<file path="config.mk">
export PLATFORM = sky130hd
export DESIGN_NAME = lcd_bus_writer
export DESIGN_NICKNAME = d
export VERILOG_FILES = /design/src/rtl/lcd_bus_writer.sv
export SDC_FILE = /design/constraint.sdc
export NUM_CORES = 1
export LEC_CHECK = 0
export CORE_UTILIZATION = 40
export DETAILED_ROUTE_END_ITERATION = 8
export GPL_ROUTABILITY_DRIVEN = 0
export GPL_TIMING_DRIVEN = 1
export HOLD_SLACK_MARGIN = 0.08
export MAX_ROUTING_LAYER = met4
export SLEW_MARGIN = 20
export SYNTH_ARGS = -nofsm -noshare
export SYNTH_HDL_FRONTEND = slang
export SYNTH_SLANG_ARGS = --single-unit
</file>
<file path="constraint.sdc">
create_clock -name iCLK -period 2.3 [get_ports iCLK]
set_input_delay 0.345 -clock iCLK [delete_from_list [all_inputs] [get_ports iCLK]]
set_output_delay 0.345 -clock iCLK [all_outputs]
set_load 0.01 [all_outputs]
</file>
<file path="src/rtl/lcd_bus_writer.sv">
// HD44780 byte write engine: latches one {RS, DATA} write, drives setup,
// enable pulse and hold on the LCD bus, then waits out the execution time.
module lcd_bus_writer #(
  parameter int SETUP_CYC     = 4,
  parameter int EN_CYC        = 16,
  parameter int HOLD_CYC      = 4,
  parameter int EXEC_CYC      = 2000,
  parameter int LONG_EXEC_CYC = 82000
) (
  input  logic       iCLK,
  input  logic       iRST,
  input  logic [7:0] iDATA,
  input  logic       iRS,
  input  logic       iStart,
  output logic       oDone,
  output logic       oBusy,
  output logic [7:0] LCD_DATA,
  output logic       LCD_RW,
  output logic       LCD_EN,
  output logic       LCD_RS
);

  localparam int MAX_SE  = (SETUP_CYC > EN_CYC) ? SETUP_CYC : EN_CYC;
  localparam int MAX_HX  = (HOLD_CYC > EXEC_CYC) ? HOLD_CYC : EXEC_CYC;
  localparam int MAX_A   = (MAX_SE > MAX_HX) ? MAX_SE : MAX_HX;
  localparam int MAX_CYC = (MAX_A > LONG_EXEC_CYC) ? MAX_A : LONG_EXEC_CYC;
  localparam int CW      = (MAX_CYC > 1) ? $clog2(MAX_CYC) : 1;

  localparam logic [CW-1:0] LD_SETUP = CW'(SETUP_CYC - 1);
  localparam logic [CW-1:0] LD_EN    = CW'(EN_CYC - 1);
  localparam logic [CW-1:0] LD_HOLD  = CW'(HOLD_CYC - 1);
  localparam logic [CW-1:0] LD_EXEC  = CW'(EXEC_CYC - 1);
  localparam logic [CW-1:0] LD_LONG  = CW'(LONG_EXEC_CYC - 1);

  typedef enum logic [2:0] {
    ST_IDLE  = 3'd0,
    ST_SETUP = 3'd1,
    ST_PULSE = 3'd2,
    ST_HOLD  = 3'd3,
    ST_EXEC  = 3'd4
  } state_t;

  // Handshake: a write is requested by a 0->1 transition of iStart sampled
  // on iCLK; it is taken only in IDLE (oBusy rises on that edge, oDone
  // drops). Edges seen while busy are dropped. oDone rises together with
  // oBusy falling and stays high until the next accepted request.

  state_t        state, state_nxt;
  logic [CW-1:0] cnt, cnt_nxt;
  logic          start_q;
  logic          long_q, long_nxt;
  logic          start;
  logic          en_nxt, done_nxt, busy_nxt, rs_nxt;
  logic [7:0]    data_nxt;
  logic          cnt_zero;

  assign start    = iStart & ~start_q;
  assign cnt_zero = (cnt == '0);
  assign LCD_RW   = 1'b0;

  // State register and registered outputs.
  always_ff @(posedge iCLK or posedge iRST) begin
    if (iRST) begin
      state    <= ST_IDLE;
      cnt      <= '0;
      start_q  <= 1'b0;
      long_q   <= 1'b0;
      LCD_EN   <= 1'b0;
      LCD_DATA <= 8'h00;
      LCD_RS   <= 1'b0;
      oDone    <= 1'b0;
      oBusy    <= 1'b0;
    end else begin
      state    <= state_nxt;
      cnt      <= cnt_nxt;
      start_q  <= iStart;
      long_q   <= long_nxt;
      LCD_EN   <= en_nxt;
      LCD_DATA <= data_nxt;
      LCD_RS   <= rs_nxt;
      oDone    <= done_nxt;
      oBusy    <= busy_nxt;
    end
  end

  // Next state: the shared down-counter is reloaded with N-1 on every entry.
  always_comb begin
    state_nxt = state;
    cnt_nxt   = cnt;
    case (state)
      ST_IDLE: begin
        if (start) begin
          state_nxt = ST_SETUP;
          cnt_nxt   = LD_SETUP;
        end
      end
      ST_SETUP: begin
        if (cnt_zero) begin
          state_nxt = ST_PULSE;
          cnt_nxt   = LD_EN;
        end else begin
          cnt_nxt = cnt - 1'b1;
        end
      end
      ST_PULSE: begin
        if (cnt_zero) begin
          state_nxt = ST_HOLD;
          cnt_nxt   = LD_HOLD;
        end else begin
          cnt_nxt = cnt - 1'b1;
        end
      end
      ST_HOLD: begin
        if (cnt_zero) begin
          state_nxt = ST_EXEC;
          cnt_nxt   = long_q ? LD_LONG : LD_EXEC;
        end else begin
          cnt_nxt = cnt - 1'b1;
        end
      end
      ST_EXEC: begin
        if (cnt_zero) begin
          state_nxt = ST_IDLE;
          cnt_nxt   = '0;
        end else begin
          cnt_nxt = cnt - 1'b1;
        end
      end
      default: begin
        state_nxt = ST_IDLE;
        cnt_nxt   = '0;
      end
    endcase
  end

  // Output next values; the bus only changes on an accepted write.
  always_comb begin
    en_nxt   = LCD_EN;
    data_nxt = LCD_DATA;
    rs_nxt   = LCD_RS;
    done_nxt = oDone;
    busy_nxt = oBusy;
    long_nxt = long_q;
    case (state)
      ST_IDLE: begin
        if (start) begin
          data_nxt = iDATA;
          rs_nxt   = iRS;
          done_nxt = 1'b0;
          busy_nxt = 1'b1;
          // Clear display / return home need the long execution wait.
          long_nxt = ~iRS && (iDATA == 8'h01 || iDATA == 8'h02 || iDATA == 8'h03);
        end
      end
      ST_SETUP: if (cnt_zero) en_nxt = 1'b1;
      ST_PULSE: if (cnt_zero) en_nxt = 1'b0;
      ST_EXEC: begin
        if (cnt_zero) begin
          done_nxt = 1'b1;
          busy_nxt = 1'b0;
        end
      end
      default: en_nxt = 1'b0;
    endcase
  end

endmodule

</file>
* Word level (Yosys, flattened, before mapping)
Index checks and enable logic that the tools add are counted.
** Storage, ports and cells
- Register bits :: 34
- Bits in latches :: 0
- Bits in writable memories :: 0
- Memory bits (read-only) :: 0
- Bits of input ports :: 12
- Output and inout port bits :: 13
- Word-level logic and storage cells :: 57
- Memories :: 0
** Cells by class
- Add/subtract/negate cells :: 1
- Multipliers :: 0
- Divide/modulo/power cells :: 0
- $lt $le $gt $ge :: 0
- Eq/ne operators :: 12
- Shift-type cells :: 0
- Mux-type cells :: 20
- Bitwise gates (word level) :: 4
- Reduce and logical (&&, ||, !) cells :: 11
** Operators with widths (number)
- $mux W17 :: 6
- $pmux W17 S5 :: 1
- $logic_not A17 Y1 :: 1
- $sub A17 B1 Y17 const B :: 1
- $eq A8 B2 Y1 const B :: 2
- $mux W3 :: 5
- $pmux W3 S5 :: 1
- $ne A2 B2 Y1 const B :: 5
- $eq A8 B1 Y1 const B :: 1
- $eq A3 B2 Y1 const B :: 2
- $reduce_and A3 Y1 :: 2
- $reduce_and A5 Y1 :: 1
- $mux W1 :: 4
- $pmux W1 S2 :: 2
- $eq A3 B1 Y1 const B :: 1
- $eq A3 B3 Y1 const B :: 1
- $logic_not A3 Y1 :: 1
- $not A1 Y1 :: 3
- $pmux W1 S3 :: 1
- $logic_or A1 B1 Y1 :: 2
- $reduce_and A2 Y1 :: 1
- $reduce_bool A2 Y1 :: 1
- $reduce_or A2 Y1 :: 1
- $and A1 B1 Y1 :: 1
- $logic_and A1 B1 Y1 :: 1

* Logic depth before layout (Yosys ltp)
- Depth after elaboration :: 4
- Depth in mapped cells :: 8
- Depth with buffers taken out :: 7

* Least setup slack after synthesis
Ideal clock, no wire load.
- Kind :: reg2reg
- Start :: register cnt[0]
- End :: register cnt[16]
- Library setup time :: 0.077 ns
- Arrival :: 2.321 ns
- Required time :: 2.223 ns
- Path slack :: -0.098 ns
- Cell stages (with the launch flop) :: 9
- Buffers on the path :: 1
- Clock period less this slack :: 2.398 ns
- Cells stage by stage :: dfrtp_1 > inv_1 > ha_1 > or3b_2 > clkbuf_1 > or3_4 > or3_1 > mux2_4 > a21oi_1
** On the way
- Longest elaborated chain between the ends :: 3
- Elaborated cells between the ends (all ways) :: 7
- Classes of those cells :: add/sub: 1; mux: 5; reduce/logical: 1
** Ends and longest elaborated chain
- start: declaration :: RTL line 49 : logic [CW-1:0] cnt, cnt_nxt;
- start signal: assignment :: RTL line 75 : cnt <= cnt_nxt;
- $sub A17 B1 Y17 or $logic_not A17 Y1 (tied branches)
- $mux W17, on equally long branches
- $pmux W17 S5 * :: RTL line 90 : case (state)
Mark *: on every way between the ends. The rest lies on a longest branch, timed or not.
A chain may end at the register's enable or synchronous reset.

* Final worst setup path
- Start :: register cnt[1]
- End :: register cnt[16]
Same word-level chain as after synthesis.

==> impl_metrics.py <==
metrics = {
    "floorplan": {
        "rows": 24,
        "die_y_um": 69.9,
        "die_w_um": 69.9,
        "ios": 25,
        "start_util_pct": 42.1,
        "coreArea_um2": 4380,
        "die_area_um2": 4890,
    },
    "route": {
        "vias_per_cell": 5.89,
        "drt_pass1_iterations": 4,
        "via_count": 1766,
        "wl_per_cell_um": 15.8,
        "wirelength_mm": 4.74,
        "drc": 0,
        "ant_nets": 0,
        "drtIter0Drc": 121,
    },
    "run": {
        "cap_violations": 0,
    },
    "placement": {
        "io_buffers": 23,
        "place_ws_ns": -0.165,
        "place_inst": 284,
        "dp_hpwl_mm": 3.33,
    },
    "final_layout": {
        "top_register": "cnt",
        "fillCellCount": 366,
        "multiInputGateArea_um2": 1000,
        "synthToLayoutAreaGrowth_pct": 38.8,
        "reg_top3": "cnt x17, LCD_DATA x8, state x3",
        "drive_gt1_share_pct": 30.2,
        "seqCellArea_um2": 851,
        "diodes": 0,
        "largest_reg_flops": 17,
        "final_cells": 300,
        "nets": 261,
    },
    "power": {
        "leakage_nw": 1.12,
        "vdd_drop_max_uv": 373,
        "powerDensity_nw_per_um2": 937,
    },
    "yosys": {
        "synth_nets": 208,
        "synth_async_sr_flop_share_pct": 100,
        "syn_area_um2": 1850,
        "ys_ff_latch": 34,
        "dominantRegCellSynth": "dfrtp_1",
        "synth.avg_cell_area_um2": 9.51,
        "ys_seq_area_share_pct": 46.1,
        "yosysUniqueCellTypes": 45,
        "synth_edf_count": 0,
        "ys.warnings.count": 0,
        "syn_inst": 194,
    },
    "sta": {
        "report.final.slew_viol_count": 0,
        "hold_viol": 0,
        "fin_crit_sh_pct": 97.4,
        "setup_viol": 0,
        "rsz0062_at_grt": "yes",
        "fin_ws_ns": 0.0605,
        "fin_skew_ns": 0.00865,
        "fin_crit_ns": 2.24,
        "fmax_mhz": 447,
    },
    "clock_network": {
        "cts_inserted_buffers": 5,
        "tritoncts": "yes",
        "cts.clk_slew.worst_paths_ns": 0.08,
        "htree_num_levels": 2,
        "cts-root-buf": "clkbuf_8",
        "clock_latency_ns": 0.29,
        "hold_buffers": 0,
        "cts.sinks": 34,
        "clk_path_buf_depth": 2,
    },
    "worst_setup_path": {
        "cp_slowest_cell": "dfrtp_1",
        "cp.arrival_ns": 2.46,
        "crit_type": "register to register",
        "max_stage_delay_ns": 0.39,
        "worstPathRequired_ns": 2.52,
        "crit_fanout": 3,
        "critPathTopFamily": "simple AND/OR/NAND/NOR gates",
        "timing.critical_path.buf_inv": 2,
        "cp-start-kind": "register",
        "crit_chain": "inv_2 > buf_4 > ha_4 > or3b_4 > or3_4 > or3_4 > mux2_4 > a21oi_2",
        "critPathMostFrequentCell": "or3_4",
        "worst_setup_path_end_kind": "register",
    },
    "global_routing": {
        "antenna_found_initial": 0,
        "grt_start_max_net_pins": 35,
        "grt_pass1_wl_mm": 8.34,
        "grt_pass1_vias": 1936,
        "track_usage_pct": 22.1,
        "grt_overflow": 0,
    },
    "run_status": {
        "status": "completed",
    },
    "hold_path": {
        "holdCritPathClass": "primary input to asynchronous set/reset pin",
    },
}
-- cells in the final DEF (no fill, tap or decap), drive strengths merged, types with 2 or more instances in the layout --
cell           Yosys  layout
nand3              4       4
nor3               8       8
nor2              11      11
mux2              11      11
or3                6       6
inv                6       6
nand2             16      16
o22ai              2       2
nor4               5       5
buf                4      37
or4                7       7
nor3b              5       5
clkdlybuf4s50      0      23
nor2b              2       2
dfrtp             34      34
a21oi             11      11
clkbuf            10       6
xor2               2       2
a221o              2       2
o311a              2       2
o31ai              7       7
o21ai             18      18
ha                 2       2
-- cells in the mapped netlist (4+ instances only) --
master,count,area [um2]
o21ai_0,18,90.1
mux2_2,10,113
nor2_1,11,41.3
clkbuf_1,10,37.5
nor4_1,5,31.3
dfrtp_1,34,851
o31ai_1,7,52.6
nand2_1,16,60.1
or3_1,5,31.3
nor3b_1,5,37.5
inv_1,6,22.5
or4_1,7,52.6
a21oi_1,11,55.1
nor3_1,8,40.0
nand3_1,4,20.0
-- metal layers --
metal	wire (um)	part of all wire, %	track usage (%)	vias to the layer above
met5	0	0	-	-
met4	88	1.9	9.78	0
met3	326	6.9	5.77	14
met2	2330	49	35.9	87
met1	2000	42	25.9	841
li1	-	-	-	824
-- final timing paths --
kind | cells after the start | slack (ns) | start | end
setup / recovery | 8 | 0.06 | cnt[1]$_DFFE_PP0P_ | cnt[16]$_DFFE_PP0P_
hold / removal | 3 | 0.45 | iRST | cnt[10]$_DFFE_PP0P_
setup reg to reg | 8 | 0.06 | cnt[1]$_DFFE_PP0P_ | cnt[16]$_DFFE_PP0P_
hold reg to reg | 2 | 0.51 | oDone$_DFFE_PP0P_ | oDone$_DFFE_PP0P_
max in group asynchronous | 3 | 1.53 | iRST | LCD_EN$_DFFE_PP0P_
min in group iCLK | 2 | 0.51 | oDone$_DFFE_PP0P_ | oDone$_DFFE_PP0P_
-- worst register-to-register path, stage by stage (launching register included) --
cell and delay [ns]:
dfrtp_1 0.39, inv_2 0.06, buf_4 0.11, ha_4 0.14
or3b_4 0.37, or3_4 0.33, or3_4 0.34, mux2_4 0.30
a21oi_2 0.12
-- logic make-up after synthesis --
| family | share of synthesized area [%] |
|---|---|
| and+or+nand+nor | 21.6 |
| AOI/OAI and AO/OA | 18.0 |
| DFF | 46.1 |
| buffers and inverters | 4.41 |
| muxes | 6.92 |
| xor gates and xnor gates | 1.42 |
| adders and majority gates | 1.36 |
| other | 0.203 |
-- per-stage QoR --
step           hold WS, ns  power [mW]  instance area, um2  util [%]  setup TNS, ns
3_5_place_dp         0.496        1.80                2330      53.2         -0.684
6_report             0.452        2.40                2560      58.4              0
2_1_floorplan        0.376        1.42                1890         -        -0.0276
4_1_cts              0.462        2.33                2490      56.9              0
3_3_place_gp         0.491        1.77                2330      53.2         -0.347
5_1_grt              0.515        2.56                2560      58.4        -0.0419
-- repair_timing --
item                                    CTS  global route
resized for setup                         7            12
pin swaps                                 1             8
gates cloned                              0             0
endpoints found under the setup margin   15            18
setup buffers                             5             3
-- area by class of cell --
cell class	count	share of cell area, %
clock buffer	6	3.22
clock inverter	2	0.489
inverter	6	0.879
multi-input combinational	140	39.0
sequential	34	33.2
tap	52	2.54
timing repair buffer	60	20.6
-- report_power, final --
group | leakage (nW) | internal [mW] | switching [mW]
logic | 0.650 | 0.539 | 0.490
clock network | 0.0472 | 0.240 | 0.227
registers | 0.421 | 0.764 | 0.140
total | 1.12 | 1.54 | 0.857
Power figures use the tool's default switching activity.
